File: config.mk
export PLATFORM = sky130hd
export DESIGN_NAME = seq_mult
export DESIGN_NICKNAME = d
export VERILOG_FILES = /design/src/rtl/seq_mult.sv
export SDC_FILE = /design/constraint.sdc
export NUM_CORES = 1
export LEC_CHECK = 0
export CORE_MARGIN = 2
export CORE_UTILIZATION = 60
export CTS_CLUSTER_DIAMETER = 80
export DETAILED_ROUTE_END_ITERATION = 6
export GPL_TIMING_DRIVEN = 0
export PLACE_DENSITY = 0.9
export RECOVER_POWER = 50
export SLEW_MARGIN = 15
export SYNTH_ARGS = -nofsm -noshare
export SYNTH_HDL_FRONTEND = slang
export SYNTH_SLANG_ARGS = --single-unit
File: constraint.sdc
create_clock -name clk -period 4.4 [get_ports clk]
set_input_delay 1.1 -clock clk [delete_from_list [all_inputs] [get_ports clk]]
set_output_delay 1.1 -clock clk [all_outputs]
set_load 0.1 [all_outputs]
File: src/rtl/seq_mult.sv
// seq_mult: signed/unsigned shift-add multiplier, one multiplier bit per cycle, magnitudes re-signed at the end.
// Latency WIDTH cycles from accepted start to done; start is only sampled in IDLE and is never queued.
module seq_mult #(
   parameter int WIDTH = 8
) (
   input  logic                 clk,
   input  logic                 rst_n,
   input  logic                 start,
   input  logic                 signed_mode,
   input  logic [WIDTH-1:0]     X,
   input  logic [WIDTH-1:0]     Y,
   output logic                 busy,
   output logic                 done,
   output logic [2*WIDTH-1:0]   P
);

   localparam int                PW        = 2 * WIDTH;
   localparam int                CW        = $clog2(WIDTH);
   localparam logic [CW-1:0]     LAST_STEP = CW'(WIDTH - 1);
   localparam logic [CW-1:0]     CNT_ONE   = CW'(1);
   localparam logic [WIDTH-1:0]  ONE_W     = WIDTH'(1);
   localparam logic [PW-1:0]     ONE_P     = PW'(1);

   typedef enum logic [1:0] {
      IDLE = 2'b00,
      CALC = 2'b01,
      DONE = 2'b10
   } state_t;

   // Operation context captured at acceptance; magnitudes are unsigned WIDTH-bit.
   typedef struct packed {
      logic             neg;
      logic [WIDTH-1:0] mcand;
      logic [WIDTH-1:0] mplier;
   } op_t;

   state_t            state;
   state_t            state_nxt;
   op_t               op;
   op_t               op_load;
   logic [PW-1:0]     acc;
   logic [PW-1:0]     acc_nxt;
   logic [PW-1:0]     p_nxt;
   logic [WIDTH:0]    sum;
   logic [WIDTH-1:0]  addend;
   logic [CW-1:0]     cnt;
   logic              last_step;
   logic              x_neg;
   logic              y_neg;

   always_comb begin
      x_neg          = signed_mode & X[WIDTH-1];
      y_neg          = signed_mode & Y[WIDTH-1];
      op_load.neg    = signed_mode & (X[WIDTH-1] ^ Y[WIDTH-1]);
      op_load.mcand  = x_neg ? (~X + ONE_W) : X;
      op_load.mplier = y_neg ? (~Y + ONE_W) : Y;
   end

   // One step: add into the upper W+1 bits, then shift the whole accumulator right.
   always_comb begin
      addend    = op.mplier[0] ? op.mcand : '0;
      sum       = {1'b0, acc[PW-1:WIDTH]} + {1'b0, addend};
      acc_nxt   = PW'({sum, acc[WIDTH-1:0]} >> 1);
      p_nxt     = op.neg ? (~acc_nxt + ONE_P) : acc_nxt;
      last_step = (cnt == LAST_STEP);
   end

   always_ff @(posedge clk or negedge rst_n) begin
      if (!rst_n) begin
         state <= IDLE;
      end else begin
         state <= state_nxt;
      end
   end

   always_comb begin
      state_nxt = state;
      case (state)
         IDLE:    if (start) state_nxt = CALC;
         CALC:    if (last_step) state_nxt = DONE;
         DONE:    state_nxt = IDLE;
         default: state_nxt = IDLE;
      endcase
   end

   always_comb begin
      busy = 1'b0;
      done = 1'b0;
      case (state)
         CALC:    busy = 1'b1;
         DONE:    begin
            busy = 1'b1;
            done = 1'b1;
         end
         default: ;
      endcase
   end

   always_ff @(posedge clk or negedge rst_n) begin
      if (!rst_n) begin
         op  <= '0;
         acc <= '0;
         cnt <= '0;
         P   <= '0;
      end else begin
         case (state)
            IDLE: begin
               if (start) begin
                  op  <= op_load;
                  acc <= '0;
                  cnt <= '0;
               end
            end
            CALC: begin
               acc       <= acc_nxt;
               op.mplier <= op.mplier >> 1;
               cnt       <= cnt + CNT_ONE;
               // The final step's result goes straight to P on the CALC->DONE edge.
               if (last_step) begin
                  P <= p_nxt;
               end
            end
            default: ;
         endcase
      end
   end

endmodule

==> summary.md <==
| Metric | Value |
|---|---|
| Outcome | `complete, but fails checks` |
| Failing checks | `max-capacitance violations, max-slew violations` |
| Initial antenna violation count | `0` |
| #FFs+latches synth | `53` |
| Vias in the first global route | `2454` |
| Clock slew at reported path FFs | `100 ps` |
| CTS sink cnt | `53` |
| Die area | `5730 um^2` |
| Max-cap violations | `1` |
| PortBufs | `36` |
| Overall die width | `75.7 um` |
| Clock Power Share | `0.124` |
| Pint | `1390 uW` |
| Final worst-path cycle share | `0.744` |
| Largest delay share family, worst path | `buffers and inverters` |
| TNS Setup | `0 ps` |
| Simple logic cell fraction of the synthesized area | `0.158` |
| Largest net degree at the start of global routing | `37` |
| Multi-input logic area | `1660 um^2` |
| WL/cell | `14.7 um` |
| # rows | `26` |
| Sequential cell area | `1330 um^2` |
| CTS Buf Count | `5` |
| Share of cells above drive strength 1 | `0.0515` |
| Peak per-stage delay on the critical path | `1120 ps` |
| Arrival time at the worst endpoint | `2170 ps` |
| Syn Inst Count | `324` |
| Crit path cell chain | `inv_1, ha_1, clkdlybuf4s50_1` |
| Drt pass-1 iters | `4` |
| Final GP Congestion | `0.764` |
| DR vias | `2484` |
| Worst Setup EP | `busy` |
| Mean Syn Cell Area | `9.52 um^2` |
| Sw Share | `0.507` |
| Largest family of logic cells by synthesized area | `compound AO/OA/AOI/OAI gates` |
| R2R setup slack | `1440 ps` |
| Die Ht | `75.7 um` |
| # resized after CTS | `0` |
| Most frequent cells in the layout | `dfrtp_1, nand2_1, clkdlybuf4s50_1, o21ai_0, a21oi_1` |
| CTS Root Cell | `clkbuf_8` |
| Post-synth ARST share | `1.00` |
| Met2 wire len | `3340 um` |
| Via/cell ratio | `5.66` |
| Area Overhead vs Synth | `17.9%` |
| Shortest period the worst path allows | `3270 ps` |
| Critical path peak fanout | `3` |
| Crit-path slowest cell | `clkdlybuf4s50_1` |
| Top_reg_cell synth | `dfrtp_1` |
| DR top layer | `met4` |
| Commonest non-fill, non-tap cell in the layout | `dfrtp_1` |
| CP Depth | `3` |
| Syn_nets | `361` |
| Mux cell area share after synthesis | `0.0166` |
| Depth of the CTS H-tree | `2` |
| Total GRT Usage | `0.253` |
| Slew Limit Fails | `37` |
| Post-layout net count | `405` |
| Crit Reg-Reg Startpoint | `op[0]` |
| CP required | `3300 ps` |
| Switching Power | `1430 uW` |
| EDFF count, synth | `0` |
| Power Dens Cells | `773 nW/um^2` |
| DP HPWL | `4930 um` |
| M1 WL | `2770 um` |
| Max Root-Sink Buffers | `2` |
| Hold-fix buffers, CTS | `0` |
| Met3 wire len | `224 um` |
| DRC viols | `0` |
| Reg2reg path depth | `9` |
| Worst Tran Pin Value | `1900 ps` |
| Netlist cell types | `50` |
| Compound-Gate Fraction of Synth Area | `0.218` |
| Core area | `5040 um^2` |
| Seq/Total Area, Yosys | `0.430` |
| WP buf/inv | `2` |
| VDD IR max | `0.360 mV` |
| Drt initial violations | `118` |
| Initial Util | `0.612` |
| Hold Vio Cnt, Final | `0` |
| N_diodes | `0` |
| Netlist Area Pre-Place | `3090 um^2` |
| First-pass GRT wire length | `11000 um` |
| Fill count | `388` |
| Adder-Cell Fraction of Synth Area | `0.0714` |
| Worst setup SP type | `flip-flop` |
| Post-route ant nets | `0` |
| Finish-stage setup viols | `0` |
| Hold Crit Class | `reg2reg` |
| Final core occ | `0.722` |
| Post-CTS setup buffers | `0` |
| Ports | `38` |
| Slew margin rel. | `-0.266` |
| Final hold slack | `493 ps` |
| WL final | `6430 um` |
| Reg power frac | `0.289` |
| FF-to-FF End | `P[15]` |
| Setup repair after global routing missed its margin | `no` |
| Synth warn | `0` |
| Critical path capture point type | `primary output` |
| Leakage power | `0.00162 uW` |
| Gr ovfl total | `0` |
| Fmax | `306 MHz` |
| Final Skew | `7.26 ps` |
| Xor-xnor portion of the synthesized cell area | `0.0738` |
| Kind of critical path | `reg2out` |
| Comb pwr share | `0.587` |
| Skew-Pair Late Insertion Delay | `310 ps` |
| TritonCTS clock tree | `done` |
| Worst Setup SP | `state[1]` |
per-stage QoR:
step | power, uW | setup slack (ps) | area, um^2 | instances
4_1_cts | 2830 | 1130 | 3670 | 439
6_report | 2810 | 1130 | 3640 | 439
3_3_place_gp | 2390 | 773 | 3530 | 430
2_1_floorplan | 2080 | 1800 | 3090 | 324
3_5_place_dp | 2480 | 1380 | 3550 | 431
5_1_grt | 3000 | 669 | 3640 | 439
power groups by stage:
stage                     clock network [uW]  logic (uW)  registers (uW)
final                                    348        1650             812
after global placement                     0        1590             805
after CTS                                348        1670             813
after floorplan                            0         917            1170
after global routing                     364        1800             842
after detailed placement                   0        1660             821
area by class of cell:
type                       instances  area share
clock inverter                     2      0.0103
buffer                            15      0.0155
tap                               70      0.0241
inverter                           9     0.00928
timing repair buffer              37      0.0983
multi-input combinational        247       0.455
sequential                        53       0.365
clock buffer                       6      0.0227
how the worst min path moves through the flow:
stage	start	to	slack [ps]	cells after the start
3_5_place_dp	op[10]	op[10]	470	2
2_1_floorplan	op[10]	op[10]	440	2
3_3_place_gp	op[10]	op[10]	460	2
6_report	op[14]	op[14]	490	2
4_1_cts	op[10]	op[10]	490	2
5_1_grt	op[10]	op[10]	530	2
worst reg2reg max path, cell delays in order (launching register included):
cell	delay, ps
dfrtp_1	460
and2_1	180
ha_1	230
fa_1	440
xor2_1	250
nor4_1	390
nand3_1	210
o41ai_4	320
nor3_1	80
a211o_1	270
kinds of logic after synthesis:
family | Yosys count
AO/OA/AOI/OAI | 98
XOR/XNOR | 26
adder cells (fa/ha/maj) | 17
buffers and inverters | 24
flip-flops | 53
multiplexers | 5
AND/OR/NAND/NOR | 101
cells in the mapped netlist, drive strengths merged (6+ instances only):
library cell,n,share of area
dfrtp,53,0.43
nand2,46,0.057
o21ai,39,0.063
a21oi,18,0.029
a22o,17,0.049
nor2,17,0.021
ha,16,0.065
xor2,16,0.045
clkbuf,13,0.019
xnor2,10,0.028
and2,9,0.018
inv,9,0.011
nand3,8,0.013
or3,6,0.014
per-layer routing:
metal  up-vias  GRT usage
met2        58      0.468
met5         -          0
met1      1187      0.302
li1       1232          -
met4         0     0.0721
met3         7     0.0450
state kept, by name, summed over array words and instances (netlist names):
register,flops
state,2
op,17
acc,15
P,16
cnt,3
No activity file was read; power rests on OpenSTA's default activity.
